`config.mk`:
```
export PLATFORM = sky130hd
export DESIGN_NAME = dmem_arbiter_flat
export DESIGN_NICKNAME = d
export VERILOG_FILES = /design/src/rtl/dmem_arbiter_if.sv /design/src/rtl/dmem_arbiter.sv /design/src/flat_wrapper.sv
export SDC_FILE = /design/constraint.sdc
export NUM_CORES = 1
export LEC_CHECK = 0
export BUFFER_PORTS_ARGS = -buffer_cell sky130_fd_sc_hd__buf_2
export CORE_UTILIZATION = 55
export CTS_BUF_LIST = sky130_fd_sc_hd__clkbuf_8
export DETAILED_ROUTE_END_ITERATION = 10
export HOLD_SLACK_MARGIN = 0.06
export PLACE_DENSITY = 0.95
export SYNTH_ARGS = -nofsm -noshare
export SYNTH_HDL_FRONTEND = slang
export SYNTH_SLANG_ARGS = --single-unit
```
`constraint.sdc`:
```
create_clock -name clk -period 8.17 [get_ports clk]
set_clock_uncertainty 0.2 [all_clocks]
set_input_delay 0.817 -clock clk [delete_from_list [all_inputs] [get_ports clk]]
set_output_delay 0.817 -clock clk [all_outputs]
set_load 0.01 [all_outputs]
```
`src/rtl/dmem_arbiter_if.sv`:
```
// Bus bundle between the two data-memory requesters, the arbiter and the data memory.
// Requester side: req is a level held until ack; ack is a one-cycle pulse qualifying err and rdata.
interface dmem_arbiter_if #(
  parameter int ADDR_WIDTH = 32,
  parameter int DATA_WIDTH = 32
);
  logic                  p0_req;
  logic                  p0_we;
  logic [2:0]            p0_funct3;
  logic [ADDR_WIDTH-1:0] p0_addr;
  logic [DATA_WIDTH-1:0] p0_wdata;
  logic                  p0_ack;
  logic                  p0_err;
  logic [DATA_WIDTH-1:0] p0_rdata;

  logic                  p1_req;
  logic                  p1_we;
  logic [2:0]            p1_funct3;
  logic [ADDR_WIDTH-1:0] p1_addr;
  logic [DATA_WIDTH-1:0] p1_wdata;
  logic                  p1_ack;
  logic                  p1_err;
  logic [DATA_WIDTH-1:0] p1_rdata;

  logic                  mem_we;
  logic [ADDR_WIDTH-1:0] mem_a;
  logic [DATA_WIDTH-1:0] mem_wd;
  logic [DATA_WIDTH-1:0] mem_rd;

  modport slave (
    input  p0_req, p0_we, p0_funct3, p0_addr, p0_wdata,
    input  p1_req, p1_we, p1_funct3, p1_addr, p1_wdata,
    input  mem_rd,
    output p0_ack, p0_err, p0_rdata,
    output p1_ack, p1_err, p1_rdata,
    output mem_we, mem_a, mem_wd
  );

  modport master (
    output p0_req, p0_we, p0_funct3, p0_addr, p0_wdata,
    output p1_req, p1_we, p1_funct3, p1_addr, p1_wdata,
    output mem_rd,
    input  p0_ack, p0_err, p0_rdata,
    input  p1_ack, p1_err, p1_rdata,
    input  mem_we, mem_a, mem_wd
  );
endinterface

```
`src/rtl/dmem_arbiter.sv`:
```
// Round-robin two-port arbiter for the data memory; turns RISC-V byte/half/word
// loads and stores into aligned word accesses, using read-modify-write for sub-word stores.
module dmem_arbiter #(
  parameter int                    ADDR_WIDTH = 32,
  parameter int                    DATA_WIDTH = 32,
  parameter logic [ADDR_WIDTH-1:0] MEM_BYTES  = 32'h20000
) (
  input  logic           clk,
  input  logic           rst,
  dmem_arbiter_if.slave  bus,
  output logic [1:0]     state_dbg
);

  typedef enum logic [1:0] {
    IDLE   = 2'd0,
    ACCESS = 2'd1,
    WRITE  = 2'd2
  } state_t;

  state_t                state, state_next;
  logic                  last_grant;
  logic                  cur_port;
  logic                  t_we;
  logic [2:0]            t_f3;
  logic [ADDR_WIDTH-1:0] t_addr;
  logic [DATA_WIDTH-1:0] t_wdata;
  logic [DATA_WIDTH-1:0] merge_q;
  logic                  ack0_q, ack1_q, err0_q, err1_q;
  logic [DATA_WIDTH-1:0] rdata0_q, rdata1_q;

  logic                  gnt_valid, gnt_port, g_we, g_bad;
  logic [2:0]            g_f3;
  logic [ADDR_WIDTH-1:0] g_addr;
  logic [DATA_WIDTH-1:0] g_wdata;

  logic [4:0]            lane_shift;
  logic [DATA_WIDTH-1:0] shifted, load_val, merged;
  logic                  mem_we_c;
  logic [ADDR_WIDTH-1:0] mem_a_c;
  logic [DATA_WIDTH-1:0] mem_wd_c;

  // No grant while any ack is high, so a held req cannot double-grant and
  // two back-to-back requesters alternate with a one-cycle gap.
  always_comb begin
    gnt_valid = (state == IDLE) && !ack0_q && !ack1_q && (bus.p0_req || bus.p1_req);
    gnt_port  = (bus.p0_req && bus.p1_req) ? ~last_grant : bus.p1_req;
    g_we      = gnt_port ? bus.p1_we     : bus.p0_we;
    g_f3      = gnt_port ? bus.p1_funct3 : bus.p0_funct3;
    g_addr    = gnt_port ? bus.p1_addr   : bus.p0_addr;
    g_wdata   = gnt_port ? bus.p1_wdata  : bus.p0_wdata;
    g_bad     = (g_f3 == 3'b011) || (g_f3[2:1] == 2'b11) || (g_we && g_f3[2])
             || (g_addr >= MEM_BYTES)
             || ((g_f3[1:0] == 2'b01) && g_addr[0])
             || ((g_f3[1:0] == 2'b10) && (g_addr[1:0] != 2'b00));
  end

  // Lane selection; alignment is already guaranteed, so one shift serves bytes and halves.
  always_comb begin
    lane_shift = {t_addr[1:0], 3'b000};
    shifted    = bus.mem_rd >> lane_shift;
    case (t_f3)
      3'b000:  load_val = {{24{shifted[7]}}, shifted[7:0]};
      3'b100:  load_val = {24'd0, shifted[7:0]};
      3'b001:  load_val = {{16{shifted[15]}}, shifted[15:0]};
      3'b101:  load_val = {16'd0, shifted[15:0]};
      default: load_val = bus.mem_rd;
    endcase
    merged = bus.mem_rd;
    if (t_f3[1:0] == 2'b00) merged[lane_shift +: 8]  = t_wdata[7:0];
    else                    merged[lane_shift +: 16] = t_wdata[15:0];
  end

  // mem_we is gated by rst so a reset during WRITE leaves memory untouched.
  always_comb begin
    state_next = state;
    mem_we_c   = 1'b0;
    mem_a_c    = '0;
    mem_wd_c   = '0;
    case (state)
      IDLE: begin
        if (gnt_valid && !g_bad) state_next = ACCESS;
      end
      ACCESS: begin
        mem_a_c = {t_addr[ADDR_WIDTH-1:2], 2'b00};
        if (t_we && (t_f3[1:0] == 2'b10)) begin
          mem_we_c   = ~rst;
          mem_wd_c   = t_wdata;
          state_next = IDLE;
        end else if (t_we) begin
          state_next = WRITE;
        end else begin
          state_next = IDLE;
        end
      end
      WRITE: begin
        mem_a_c    = {t_addr[ADDR_WIDTH-1:2], 2'b00};
        mem_we_c   = ~rst;
        mem_wd_c   = merge_q;
        state_next = IDLE;
      end
      default: state_next = IDLE;
    endcase
  end

  always_ff @(posedge clk) begin
    if (rst) begin
      state      <= IDLE;
      last_grant <= 1'b1;
      cur_port   <= 1'b0;
      t_we       <= 1'b0;
      t_f3       <= 3'b000;
      t_addr     <= '0;
      t_wdata    <= '0;
      merge_q    <= '0;
      ack0_q     <= 1'b0;
      ack1_q     <= 1'b0;
      err0_q     <= 1'b0;
      err1_q     <= 1'b0;
      rdata0_q   <= '0;
      rdata1_q   <= '0;
    end else begin
      state  <= state_next;
      ack0_q <= 1'b0;
      ack1_q <= 1'b0;
      err0_q <= 1'b0;
      err1_q <= 1'b0;
      case (state)
        IDLE: begin
          if (gnt_valid) begin
            cur_port   <= gnt_port;
            last_grant <= gnt_port;
            t_we       <= g_we;
            t_f3       <= g_f3;
            t_addr     <= g_addr;
            t_wdata    <= g_wdata;
            if (g_bad) begin
              if (gnt_port) begin
                ack1_q <= 1'b1; err1_q <= 1'b1; rdata1_q <= '0;
              end else begin
                ack0_q <= 1'b1; err0_q <= 1'b1; rdata0_q <= '0;
              end
            end
          end
        end
        ACCESS: begin
          if (!t_we) begin
            if (cur_port) begin ack1_q <= 1'b1; rdata1_q <= load_val; end
            else          begin ack0_q <= 1'b1; rdata0_q <= load_val; end
          end else if (t_f3[1:0] == 2'b10) begin
            if (cur_port) ack1_q <= 1'b1;
            else          ack0_q <= 1'b1;
          end else begin
            merge_q <= merged;
          end
        end
        WRITE: begin
          if (cur_port) ack1_q <= 1'b1;
          else          ack0_q <= 1'b1;
        end
        default: ;
      endcase
    end
  end

  assign bus.p0_ack   = ack0_q;
  assign bus.p0_err   = err0_q;
  assign bus.p0_rdata = rdata0_q;
  assign bus.p1_ack   = ack1_q;
  assign bus.p1_err   = err1_q;
  assign bus.p1_rdata = rdata1_q;
  assign bus.mem_we   = mem_we_c;
  assign bus.mem_a    = mem_a_c;
  assign bus.mem_wd   = mem_wd_c;
  assign state_dbg    = state;

endmodule

```
`src/flat_wrapper.sv`:
```
// flat-port wrapper written by rule: the top's interface ports become plain ports
module dmem_arbiter_flat 
#(
  parameter int                    ADDR_WIDTH = 32,
  parameter int                    DATA_WIDTH = 32,
  parameter logic [ADDR_WIDTH-1:0] MEM_BYTES  = 32'h20000
)
  (clk, rst, state_dbg, bus_p0_req, bus_p0_we, bus_p0_funct3, bus_p0_addr, bus_p0_wdata, bus_p1_req, bus_p1_we, bus_p1_funct3, bus_p1_addr, bus_p1_wdata, bus_mem_rd, bus_p0_ack, bus_p0_err, bus_p0_rdata, bus_p1_ack, bus_p1_err, bus_p1_rdata, bus_mem_we, bus_mem_a, bus_mem_wd);
  dmem_arbiter_if #(.ADDR_WIDTH(ADDR_WIDTH), .DATA_WIDTH(DATA_WIDTH)) bus_i ();
  input  logic clk;
  input  logic rst;
  output logic [1:0] state_dbg;
  input wire logic [$bits(bus_i.p0_req)-1:0] bus_p0_req;
  input wire logic [$bits(bus_i.p0_we)-1:0] bus_p0_we;
  input wire logic [$bits(bus_i.p0_funct3)-1:0] bus_p0_funct3;
  input wire logic [$bits(bus_i.p0_addr)-1:0] bus_p0_addr;
  input wire logic [$bits(bus_i.p0_wdata)-1:0] bus_p0_wdata;
  input wire logic [$bits(bus_i.p1_req)-1:0] bus_p1_req;
  input wire logic [$bits(bus_i.p1_we)-1:0] bus_p1_we;
  input wire logic [$bits(bus_i.p1_funct3)-1:0] bus_p1_funct3;
  input wire logic [$bits(bus_i.p1_addr)-1:0] bus_p1_addr;
  input wire logic [$bits(bus_i.p1_wdata)-1:0] bus_p1_wdata;
  input wire logic [$bits(bus_i.mem_rd)-1:0] bus_mem_rd;
  output wire logic [$bits(bus_i.p0_ack)-1:0] bus_p0_ack;
  output wire logic [$bits(bus_i.p0_err)-1:0] bus_p0_err;
  output wire logic [$bits(bus_i.p0_rdata)-1:0] bus_p0_rdata;
  output wire logic [$bits(bus_i.p1_ack)-1:0] bus_p1_ack;
  output wire logic [$bits(bus_i.p1_err)-1:0] bus_p1_err;
  output wire logic [$bits(bus_i.p1_rdata)-1:0] bus_p1_rdata;
  output wire logic [$bits(bus_i.mem_we)-1:0] bus_mem_we;
  output wire logic [$bits(bus_i.mem_a)-1:0] bus_mem_a;
  output wire logic [$bits(bus_i.mem_wd)-1:0] bus_mem_wd;
  assign bus_i.p0_req = bus_p0_req;
  assign bus_i.p0_we = bus_p0_we;
  assign bus_i.p0_funct3 = bus_p0_funct3;
  assign bus_i.p0_addr = bus_p0_addr;
  assign bus_i.p0_wdata = bus_p0_wdata;
  assign bus_i.p1_req = bus_p1_req;
  assign bus_i.p1_we = bus_p1_we;
  assign bus_i.p1_funct3 = bus_p1_funct3;
  assign bus_i.p1_addr = bus_p1_addr;
  assign bus_i.p1_wdata = bus_p1_wdata;
  assign bus_i.mem_rd = bus_mem_rd;
  assign bus_p0_ack = bus_i.p0_ack;
  assign bus_p0_err = bus_i.p0_err;
  assign bus_p0_rdata = bus_i.p0_rdata;
  assign bus_p1_ack = bus_i.p1_ack;
  assign bus_p1_err = bus_i.p1_err;
  assign bus_p1_rdata = bus_i.p1_rdata;
  assign bus_mem_we = bus_i.mem_we;
  assign bus_mem_a = bus_i.mem_a;
  assign bus_mem_wd = bus_i.mem_wd;
  dmem_arbiter #(.ADDR_WIDTH(ADDR_WIDTH), .DATA_WIDTH(DATA_WIDTH), .MEM_BYTES(MEM_BYTES)) u_core (.clk(clk), .rst(rst), .bus(bus_i), .state_dbg(state_dbg));
endmodule
```
; After elaboration in Yosys (flattened, before gate mapping)
; Index checks and enable logic that the tools add are counted.
[word_totals]
out_inout_bits = 135
reg_bits = 172
inputBits = 172
word_cells = 116
[classes]
n_addsub = 1
n_eq_ne = 18
mux = 44
reduce_logical = 29
magnitude_cmp = 1
bitwise_logic = 4
n_shift = 5
[op_table]
columns = operator, count
row1 = 32-bit 2-to-1 mux, 15
row2 = 32-bit case mux with 2 select lines, 3
row3 = 32-bit case mux with 4 select lines, 1
row4 = 32-bit bitwise mux, 2
row5 = 32-bit by 18-bit >= comparator with 1-bit output (second input constant), 1
row6 = 16-bit by 7-bit variable shift with 32-bit output (first input constant), 1
row7 = 8-bit by 7-bit variable shift with 32-bit output (first input constant), 1
row8 = 16-bit by 7-bit indexed part select with 32-bit output, 1
row9 = 8-bit by 7-bit indexed part select with 32-bit output, 1
row10 = 32-bit by 5-bit >> shifter with 16-bit output, 1
row11 = 1-bit 2-to-1 mux, 15
row12 = 6-bit AND reduction, 2
row13 = 1-bit logical AND, 9
row14 = 2-bit equality test (second input constant), 4
row15 = 2-bit by 1-bit inequality test with 1-bit output (second input constant), 4
row16 = 2-bit inequality test (second input constant), 4
row17 = 5-bit negator with 7-bit output, 1
row18 = 3-bit equality test (second input constant), 2
row19 = 1-bit logical OR, 6
row20 = 2-bit 2-to-1 mux, 3
row21 = 1-bit case mux with 3 select lines, 2
row22 = 2-bit by 1-bit equality test with 1-bit output (second input constant), 2
row23 = 2-bit zero test, 2
row24 = 1-bit NOT, 4
row25 = other kinds (11), 15

; Depth between registers and ports, before layout
[logic_depth]
depth_word = 13
depth_mapped = 12

; Least setup slack after synthesis
; No wires, ideal clock.
[synth_timing]
path_kind = flip-flop to output port
start = register u_core.state[1], in the netlist u_core.state_dbg[1]
end = output port bus_mem_wd[10]
setup_slack_ns = 5.369
path_stages_with_launch = 10
n_path_buf = 2
arrival_ns = 1.784
path_cell_list = dfxtp_1 inv_1 ha_1 inv_1 nor2_1 and3_1 clkbuf_1 buf_2 a22oi_1 nor2b_1
[synth_between]
elab_chain_len = 2
[synth_rtl]
columns = item, line
row1 = "start, declared", dmem_arbiter.sv:20  ; state_t state, state_next;
row2 = "start signal, assigned", dmem_arbiter.sv:122  ; state <= state_next;
row3 = 2-bit equality test / 2-bit by 1-bit equality test with 1-bit output (equally long branches), dmem_arbiter.sv:79  ; case (state)
row4 = 32-bit case mux with 2 select lines (*), dmem_arbiter.sv:79
row5 = "end, declared", flat_wrapper.sv:32  ; output wire logic [$bits(bus_i.mem_wd)-1:0] bus_mem_wd;
; Mark *: on every way between the ends. The rest lies on a longest branch, timed or not.

; Worst setup path in the final report
[layout_timing]
start = register u_core.t_f3[1]
end = output port bus_mem_wd[21]
[layout_between]
elab_chain_len = 4
[layout_rtl]
columns = item, line
row1 = "start, declared", dmem_arbiter.sv:24  ; logic [2:0] t_f3;
row2 = "start signal, assigned", dmem_arbiter.sv:133  ; t_f3 <= g_f3;
row3 = 2-bit equality test, dmem_arbiter.sv:85  ; if (t_we && (t_f3[1:0] == 2'b10)) begin
row4 = 1-bit logical AND, dmem_arbiter.sv:85
row5 = 32-bit 2-to-1 mux, dmem_arbiter.sv:85
row6 = 32-bit case mux with 2 select lines, dmem_arbiter.sv:79
; No other way between the ends.

==> results_dict.tcl <==
set metrics [dict create \
    outcome "finished clean" \
    ir_worst_vdd_mv 0.144 \
    vias 9459 \
    wl_met1_microns 11300 \
    fill_cells 1310 \
    grt_overflow 0 \
    routed_wl_microns 30400 \
    fin_util_pct 67.4 \
    wl_per_cell_microns 19.8 \
    grt_max_degree 107 \
    die-width_microns 133 \
    drtAntennaViolNets 0 \
    dr_wl_met3_microns 2800 \
    clkTransAtPathRegs_ns 0.08 \
    synthDistinctLibCells 61 \
    async_reset_ff_share_pct 0 \
    cts_sinks 172 \
    ys.flop_type "dfxtp_1" \
    port-buffer-count 304 \
    synth-edff-count 0 \
    synth_area_sq_mm 0.00941 \
    gp_congestion 0.939 \
    layout_commonest_cell "buf_2" \
    synthCells 1073 \
    hold_class "reg2reg" \
    cp.arrival_ns 3.28 \
    cap_violations 0 \
    cts_htree_levels 4 \
    maxSlewViolCount 0 \
    viasPerCell 6.16 \
    drive_gt1_share_pct 29.0 \
    tightest_slew_ns 1.34 \
    worstPathMaxFanout 31 \
    synth_xor_area_share_pct 0 \
    numCtsBuffers 17 \
    die_area_sq_mm 0.0176 \
    nets 1483 \
    rsz0062_at_grt "false" \
    antenna_found_initial 2 \
    fmax_mhz 233 \
    most-common-layout-cells "buf_2 (303), dfxtp_1 (172), mux2i_1 (118)" \
    cts_hold_buffers 0 \
    placedCellCount 1502 \
    cts_buffer_depth 2 \
    initial_core_util_pct 56.5 \
    drtPass1Iterations 6 \
    row_count 47 \
    syn-mean-instance-area_sq_um 8.77 \
    drc 0 \
    worstPathRequired_ns 7.15 \
    ys_warn_count 0 \
    cp-start-kind "flip-flop" \
    synthMuxAreaShare_pct 13.0 \
    cts_tree "done" \
    place_hpwl_microns 22300 \
    cts_setup_buffers 0 \
    cts-root-buf "clkbuf_8" \
    ys_seq_elements 172 \
    synth_adder_area_share_pct 1.33 \
    post_cts_resized 0 \
    track_usage_pct 34.1 \
    synth_top_family_by_area "compound AO/OA/AOI/OAI gates" \
    crit_path_end_kind "primary output" \
    synth_area_leaders "dfxtp_1 (37%), mux2i_1 (13%), a211oi_1 (6.6%), a21oi_1 (4.0%), nor2_1 (3.7%)" \
    met2_length_microns 14500 \
    synth-simple-area-share_pct 16.0 \
    syn_to_final_growth_pct 19.3 \
    relSlewSlack_pct 9.26 \
    setup_violations 0 \
    setup_tns_ns 0 \
    layout_min_cycle_time_ns 4.30 \
    synth.largest_area_cell "dfxtp_1" \
    grt_pass1_vias 8906 \
    p_leak_nw 4.81 \
    grt_pass1_wl_microns 47100 \
    fin_crit_sh_pct 52.6 \
    clock_latency_ns 0.47 \
    core_sq_mm 0.0166 \
    synth_top_area_share_pct 36.6 \
    powerDensity_mw_per_mm2 181 \
    drt_iter0_markers 951 \
    finalHoldViolations 0 \
    instances_no_fill 1536 \
    chipHeight_microns 133 \
    synth_compound_area_share_pct 26.9 \
    io_pins 307 \
    seq_area_frac_synth_pct 36.6 \
    top_layer_used "met4" \
    worstSetupPathType "reg2out" \
]
==> synthesized netlist by cell type (2+ instances only) <==
library cell and count:
dfxtp_1 172, mux2i_1 118, nor2_1 93, a211oi_1 83, nand2_1 80, a21oi_1 76, clkbuf_1 74, nor2b_1 34
a22oi_1 32, and2_1 31, inv_1 24, buf_2 23, o221ai_1 21, a211oi_2 20, a21boi_0 16, o211ai_1 16
a32oi_1 15, o21ai_0 14, a221oi_1 10, ha_1 10, nand3_1 9, a221o_1 8, a22o_1 8, nor3b_1 8
o2bb2ai_1 8, nor4_1 7, buf_4 6, nor3_1 6, nand2b_1 5, buf_6 3, or4_1 3, and4_1 2
clkinv_1 2, mux2_2 2, nand2_2 2, nand4_4 2, nor3b_2 2, o211a_1 2, or2_2 2, or3_1 2
or3b_2 2
==> worst max-delay path, cell delays in order, from the launching register on <==
cell and delay [ns]:
dfxtp_1 0.87, inv_1 0.17, nor2_1 0.65, and3_1 0.32, buf_4 0.34, a22oi_1 0.13, nor2b_1 0.16, buf_2 0.15
==> final cells by class <==
class / instances / area, sq um / area share, %
Clock buffer: 17 / 234 / 2.09
Tap cell: 220 / 275 / 2.45
Clock inverter: 15 / 160 / 1.43
Antenna cell: 2 / 5.00 / 0.0446
Timing Repair Buffer: 314 / 1600 / 14.3
Sequential cell: 172 / 3440 / 30.7
Multi-Input combinational cell: 769 / 5400 / 48.1
Inverter: 27 / 101 / 0.903
==> layer usage <==
| layer | GRT usage, % | vias to the layer above |
|---|---|---|
| met2 | 57.0 | 559 |
| met4 | 21.1 | 0 |
| met1 | 39.5 | 4354 |
| met3 | 8.05 | 121 |
| met5 | 0 | - |
| li1 | - | 4425 |
==> metrics by stage <==
| stage | total power, mW | hold WS, ns | setup slack (ns) | instance area, sq um |
|---|---|---|---|---|
| floorplan | 1.28 | 0.232 | 5.37 | 9410 |
| global placement | 1.41 | 0.244 | 4.36 | 10800 |
| detailed placement | 1.42 | 0.249 | 4.34 | 10800 |
| CTS | 2.02 | 0.261 | 3.92 | 11200 |
| global route | 2.11 | 0.280 | 3.62 | 11200 |
| finish | 2.03 | 0.261 | 3.87 | 11200 |
==> flip-flops by register name, indices dropped and copies added, names as in the netlist <==
| signal | cells |
|---|---|
| u_core.t_we | 1 |
| u_core.t_addr | 32 |
| u_core.bus.p1_rdata | 32 |
| u_core.bus.p1_err | 1 |
| u_core.bus.p0_ack | 1 |
| u_core.bus.p0_rdata | 32 |
| u_core.t_f3 | 3 |
| u_core.bus.p0_err | 1 |
| u_core.cur_port | 1 |
| u_core.state_dbg | 2 |
| u_core.merge_q | 32 |
| u_core.t_wdata | 32 |
| u_core.last_grant | 1 |
| u_core.bus.p1_ack | 1 |
==> kinds of logic (layout without fill, tap and decap cells) <==
kind of cell	after synthesis	count (layout)
flip-flops	172	172
AO/OA/AOI/OAI	338	338
other	1	4
buffers and inverters	133	373
adder cells (fa/ha/maj)	10	10
AND/OR/NAND/NOR	298	298
multiplexers	121	121
==> power by group <==
| part | total (mW) | switching (mW) | internal, mW |
|---|---|---|---|
| clock | 0.609 | 0.312 | 0.297 |
| combinational | 0.456 | 0.274 | 0.182 |
| sequential | 0.964 | 0.0654 | 0.898 |
| total | 2.03 | 0.652 | 1.38 |
==> final timing paths <==
path / startpoint / end / slack, ns / cells after the start
worst min register to register: u_core.merge_q[13] / u_core.merge_q[13] / 0.26 / 2
worst max-delay path: u_core.t_f3[1] / bus_mem_wd[21] / 3.87 / 7
worst max register to register: u_core.t_addr[1] / u_core.merge_q[23] / 4.38 / 7
worst min-delay path: u_core.merge_q[13] / u_core.merge_q[13] / 0.26 / 2
No activity file was read; power rests on OpenSTA's default activity.
